==> config.mk <==
export PLATFORM = sky130hd
export DESIGN_NAME = lif_aer_arbiter
export DESIGN_NICKNAME = d
export VERILOG_FILES = /design/src/rtl/lif_aer_arbiter.sv
export SDC_FILE = /design/constraint.sdc
export NUM_CORES = 1
export LEC_CHECK = 0
export BUFFER_PORTS_ARGS = -buffer_cell sky130_fd_sc_hd__buf_2
export CORE_ASPECT_RATIO = 0.5
export CORE_MARGIN = 5
export CORE_UTILIZATION = 40
export DETAILED_ROUTE_END_ITERATION = 6
export HOLD_SLACK_MARGIN = 0.05
export SYNTH_ARGS = -nofsm -noshare
export SYNTH_HDL_FRONTEND = slang
export SYNTH_SLANG_ARGS = --single-unit
==> constraint.sdc <==
create_clock -name clk -period 4.72 [get_ports clk]
set_input_delay 0.472 -clock clk [delete_from_list [all_inputs] [get_ports clk]]
set_output_delay 0.472 -clock clk [all_outputs]
set_load 0.01 [all_outputs]
==> src/rtl/lif_aer_arbiter.sv <==
// LIF spike-to-AER arbiter: per-neuron one-entry slots, round-robin grant into a registered event port.
// Latency 1 cycle from slot fill to ev_valid; output holds while ev_valid && !ev_ready, full spikes are dropped.
module lif_aer_arbiter #(
    parameter int N_SRC = 4,
    parameter int TS_W  = 8
) (
    input  logic             clk,
    input  logic             rst_n,
    input  logic             en,
    input  logic [N_SRC-1:0] spike_in,
    input  logic             ev_ready,
    input  logic             clr_drop,
    output logic             ev_valid,
    output logic [1:0]       ev_addr,
    output logic [TS_W-1:0]  ev_ts,
    output logic [N_SRC-1:0] pending,
    output logic [7:0]       drop_cnt
);

    logic [TS_W-1:0]  ts_q, ts_d;
    logic [N_SRC-1:0] pend_q, pend_d;
    logic [TS_W-1:0]  slot_q [N_SRC];
    logic [TS_W-1:0]  slot_d [N_SRC];
    logic             vld_q, vld_d;
    logic [1:0]       addr_q, addr_d;
    logic [TS_W-1:0]  ots_q, ots_d;
    logic [1:0]       last_q, last_d;
    logic [7:0]       drop_q, drop_d;

    logic             load;
    logic             gnt_vld;
    logic [1:0]       gnt;
    logic [1:0]       cand;
    logic [N_SRC-1:0] consume;
    logic [2:0]       n_drop;
    logic [8:0]       drop_sum;

    assign load = !vld_q || ev_ready;

    // Walk offsets from farthest to nearest so the source right after last_q wins.
    always_comb begin
        gnt_vld = 1'b0;
        gnt     = last_q;
        cand    = last_q;
        for (int k = N_SRC; k >= 1; k--) begin
            cand = last_q + 2'(k);
            if (pend_q[cand]) begin
                gnt_vld = 1'b1;
                gnt     = cand;
            end
        end
    end

    always_comb begin
        consume = '0;
        if (load && gnt_vld) begin
            consume[gnt] = 1'b1;
        end
    end

    always_comb begin
        ts_d   = en ? ts_q + 1'b1 : ts_q;
        pend_d = pend_q;
        n_drop = 3'd0;
        for (int i = 0; i < N_SRC; i++) begin
            slot_d[i] = slot_q[i];
            if (consume[i]) begin
                pend_d[i] = 1'b0;
            end
            if (en && spike_in[i]) begin
                if (!pend_q[i] || consume[i]) begin
                    pend_d[i] = 1'b1;
                    slot_d[i] = ts_q;
                end else begin
                    n_drop = n_drop + 3'd1;
                end
            end
        end
    end

    always_comb begin
        vld_d  = vld_q;
        addr_d = addr_q;
        ots_d  = ots_q;
        last_d = last_q;
        if (load) begin
            vld_d = gnt_vld;
            if (gnt_vld) begin
                addr_d = gnt;
                ots_d  = slot_q[gnt];
                last_d = gnt;
            end
        end
    end

    // Clear wins over any drops counted in the same cycle.
    always_comb begin
        drop_sum = {1'b0, drop_q} + {6'd0, n_drop};
        if (clr_drop) begin
            drop_d = 8'd0;
        end else if (drop_sum > 9'd255) begin
            drop_d = 8'd255;
        end else begin
            drop_d = drop_sum[7:0];
        end
    end

    always_ff @(posedge clk or negedge rst_n) begin
        if (!rst_n) begin
            ts_q   <= '0;
            pend_q <= '0;
            vld_q  <= 1'b0;
            addr_q <= 2'd0;
            ots_q  <= '0;
            last_q <= 2'd3;
            drop_q <= 8'd0;
            for (int i = 0; i < N_SRC; i++) begin
                slot_q[i] <= '0;
            end
        end else begin
            ts_q   <= ts_d;
            pend_q <= pend_d;
            vld_q  <= vld_d;
            addr_q <= addr_d;
            ots_q  <= ots_d;
            last_q <= last_d;
            drop_q <= drop_d;
            for (int i = 0; i < N_SRC; i++) begin
                slot_q[i] <= slot_d[i];
            end
        end
    end

    assign ev_valid = vld_q;
    assign ev_addr  = addr_q;
    assign ev_ts    = ots_q;
    assign pending  = pend_q;
    assign drop_cnt = drop_q;

endmodule

==> results.py <==
metrics = {
    "status": {
        "status": "complete, no violations",
    },
    "layout": {
        "area_growth_pct": 19.8,
        "fin_cells": 429,
        "n_antenna_cell": 0,
        "drive_above_1_share_pct": 35.0,
        "finalNetCount": 329,
    },
    "worst_setup_path": {
        "endpoint_kind": "flip-flop",
        "path_class": "reg -> reg",
        "critPathLaunchType": "flip-flop",
        "crit_path_max_fanout": 9,
        "cp.arrival_ps": 4640,
        "cp.required_ps": 4930,
    },
    "synthesis": {
        "synth_edf_count": 0,
        "synthesis.nets": 288,
        "synth_top_family_by_area": "multiplexers",
        "synth-simple-area-share_pct": 11.1,
        "synth.avg_cell_area_um2": 11.9,
        "synth_area_um2": 3230,
        "synth_compound_area_share_pct": 13.5,
        "synth_seq_cells": 65,
        "ys_warn_count": 0,
        "synthAdderAreaFrac_pct": 3.34,
        "post_synth_xor_area_fraction_pct": 3.53,
        "synth_cells": 271,
        "synthDistinctLibCells": 47,
        "async_reset_ff_share_pct": 100,
        "synth_flop_cell": "dfrtp_1",
        "yosysSeqAreaShare_pct": 50.5,
        "muxShareOfSynthArea_pct": 15.9,
    },
    "floorplan": {
        "core_area_um2": 7910,
        "initial_core_util_pct": 40.8,
        "dieArea_um2": 10100,
        "die_x_um": 137,
        "die_h_um": 73.5,
        "io_pins": 32,
        "row_count": 23,
    },
    "sta": {
        "tightestPinTransition_ps": 951,
        "min_period_ps": 4440,
        "setup-tns-final_ps": 0,
        "hold_viol": 0,
        "finClkSkew_ps": 6.08,
        "relSlewSlack_pct": 36.3,
        "layout_setup_ws_ps": 285,
        "clock.fmax_mhz": 225,
        "fin_crit_sh_pct": 94.0,
        "maxSlewViolCount": 0,
        "rsz0062_at_grt": "no",
        "setup_viol": 0,
    },
    "global_routing": {
        "grt_pass1_vias": 2347,
        "grt_usage_pct": 17.0,
        "grt_antenna_before_repair": 0,
        "grt_pass1_wl_um": 12700,
        "grt_max_degree": 66,
        "grt.overflow.total": 0,
    },
    "power": {
        "ir_drop_mv": 0.255,
        "cellPowerDensity_nw_per_um2": 685,
        "p_leak_nw": 1.74,
        "finalPower_w": 0.00265,
    },
    "clock_network": {
        "cts_num_sinks": 65,
        "clkLatencyLatePin_ps": 330,
        "cts.repair.resized": 0,
        "cts_buffer_depth": 2,
        "cts_root_buf": "clkbuf_16",
        "htreeDepth": 3,
        "numCtsBuffers": 9,
        "cts_hold_buf": 0,
        "clk_pin_slew_ps": 50,
        "postCtsSetupBuffers": 0,
        "cts_tree": "done",
    },
    "route": {
        "wl_per_cell_um": 17.9,
        "num_vias": 2325,
        "drtPass1Iterations": 6,
        "drc": 0,
        "postRouteAntennaNets": 0,
        "first_iter_violations": 147,
        "drt-total-wl_um": 7680,
        "vias_per_cell": 5.42,
    },
    "placed_design": {
        "dp_slack_ps": 191,
        "place.detailed.hpwl_um": 5270,
        "port_buffers": 31,
        "place_inst": 413,
        "gp_congestion": 0.826,
    },
    "worst_hold_path": {
        "hp-class": "in -> async",
    },
    "run": {
        "cap_violations": 0,
    },
}
-- metal layers --
metal	wire (um)	up-vias	global-route usage (%)
li1	-	1080	-
met1	3660	1174	23.7
met2	3360	62	24.3
met3	558	9	6.70
met4	106	0	5.86
met5	0	-	0
-- state kept, by name, summed over array words and instances, names as in the netlist --
name      cells
ev_addr       2
slot_q       32
ts_q          8
drop_cnt      8
last_q        2
ev_ts         8
pending       4
ev_valid      1
-- stage by stage --
step | util (%) | area (um2) | hold slack, ps
floorplan | - | 3230 | 176
global placement | 44.6 | 3530 | 470
detailed placement | 44.6 | 3530 | 474
CTS | 48.7 | 3860 | 348
global route | 48.8 | 3860 | 388
finish | 48.8 | 3860 | 309
-- cell usage in the layout (no fill, tap or decap), types with 2 or more instances in the layout --
cell type	n
dfrtp_1	63
buf_4	8
o21ai_0	10
nand3_2	2
o21a_1	2
nor2b_1	3
nand2b_1	2
a21oi_1	17
mux2_2	43
and3_1	4
a21oi_4	2
xor2_1	3
nand3_1	14
a21o_1	3
xnor2_1	10
nor2_1	13
a221o_1	8
clkbuf_8	5
clkbuf_16	9
nor3b_1	2
ha_1	7
inv_1	4
nand2_1	21
a21oi_2	2
nand4_1	3
buf_2	31
dfstp_2	2
mux2i_1	2
-- kinds of logic after synthesis --
logic type | Yosys count
AO/OA/AOI/OAI | 55
multiplexers | 46
XOR/XNOR | 13
buffers and inverters | 13
adder cells (fa/ha/maj) | 8
flip-flops | 65
AND/OR/NAND/NOR | 71
-- worst max-delay path, stage by stage, from the launching register on --
cell,delay [ps]
dfstp_2,630
mux2i_2,280
o32ai_2,180
o41ai_4,440
nor2_1,80
ha_1,310
nand3_1,90
o21ai_0,90
ha_1,270
mux2_2,270
ha_1,280
mux2_2,290
fa_1,460
a21oi_2,230
nor2_1,100
nand3_1,200
a21oi_1,110
-- power by group --
part | switching, W | internal, W
Sequential | 0.000185 | 0.000765
Clock | 0.000233 | 0.000481
Combinational | 0.000523 | 0.000460
Total | 0.000941 | 0.00171
-- cells in the mapped netlist (all sizes together) (2+ instances only) --
cell    instances  area (um2)
o41ai           2        36.3
dfstp           2        52.6
mux2i           3        30.0
ha              7        87.6
mux2           43         484
inv             4        15.0
o21ai          10        50.1
and3            4        25.0
nand2b          2        12.5
nor2b           3        18.8
nor2           14        55.1
nand4           3        18.8
a21o            3        22.5
nand3          16        90.1
o21a            2        15.0
nand2          21        78.8
nor3b           2        15.0
o211ai          3        41.3
dfrtp          63        1580
xnor2          10        87.6
a221o           8        80.1
buf             8        47.5
a21oi          21         131
o32ai           2        25.0
xor2            3        26.3
-- final timing paths --
kind                                  from           to  slack, ps  cells after the start
worst min-delay path                 rst_n  drop_cnt[6]        310                      2
worst min register to register  ev_addr[0]   ev_addr[0]        480                      1
min in group clk                  clr_drop  drop_cnt[4]        400                      2
worst max register to register   last_q[1]  drop_cnt[0]        280                     16
max in group asynchronous            rst_n     ev_valid       3860                      2
worst max-delay path             last_q[1]  drop_cnt[0]        280                     16
-- area by class of cell --
| class | instances | area (um2) |
|---|---|---|
| clock buffers | 15 | 298 |
| fillers | 701 | 4050 |
| repair buffers | 39 | 215 |
| well taps | 112 | 140 |
| inverters | 4 | 15.0 |
| clock inverters | 1 | 30.0 |
| multi-input cells | 193 | 1540 |
| flip-flops and latches | 65 | 1630 |
No activity file was read; power rests on OpenSTA's default activity.
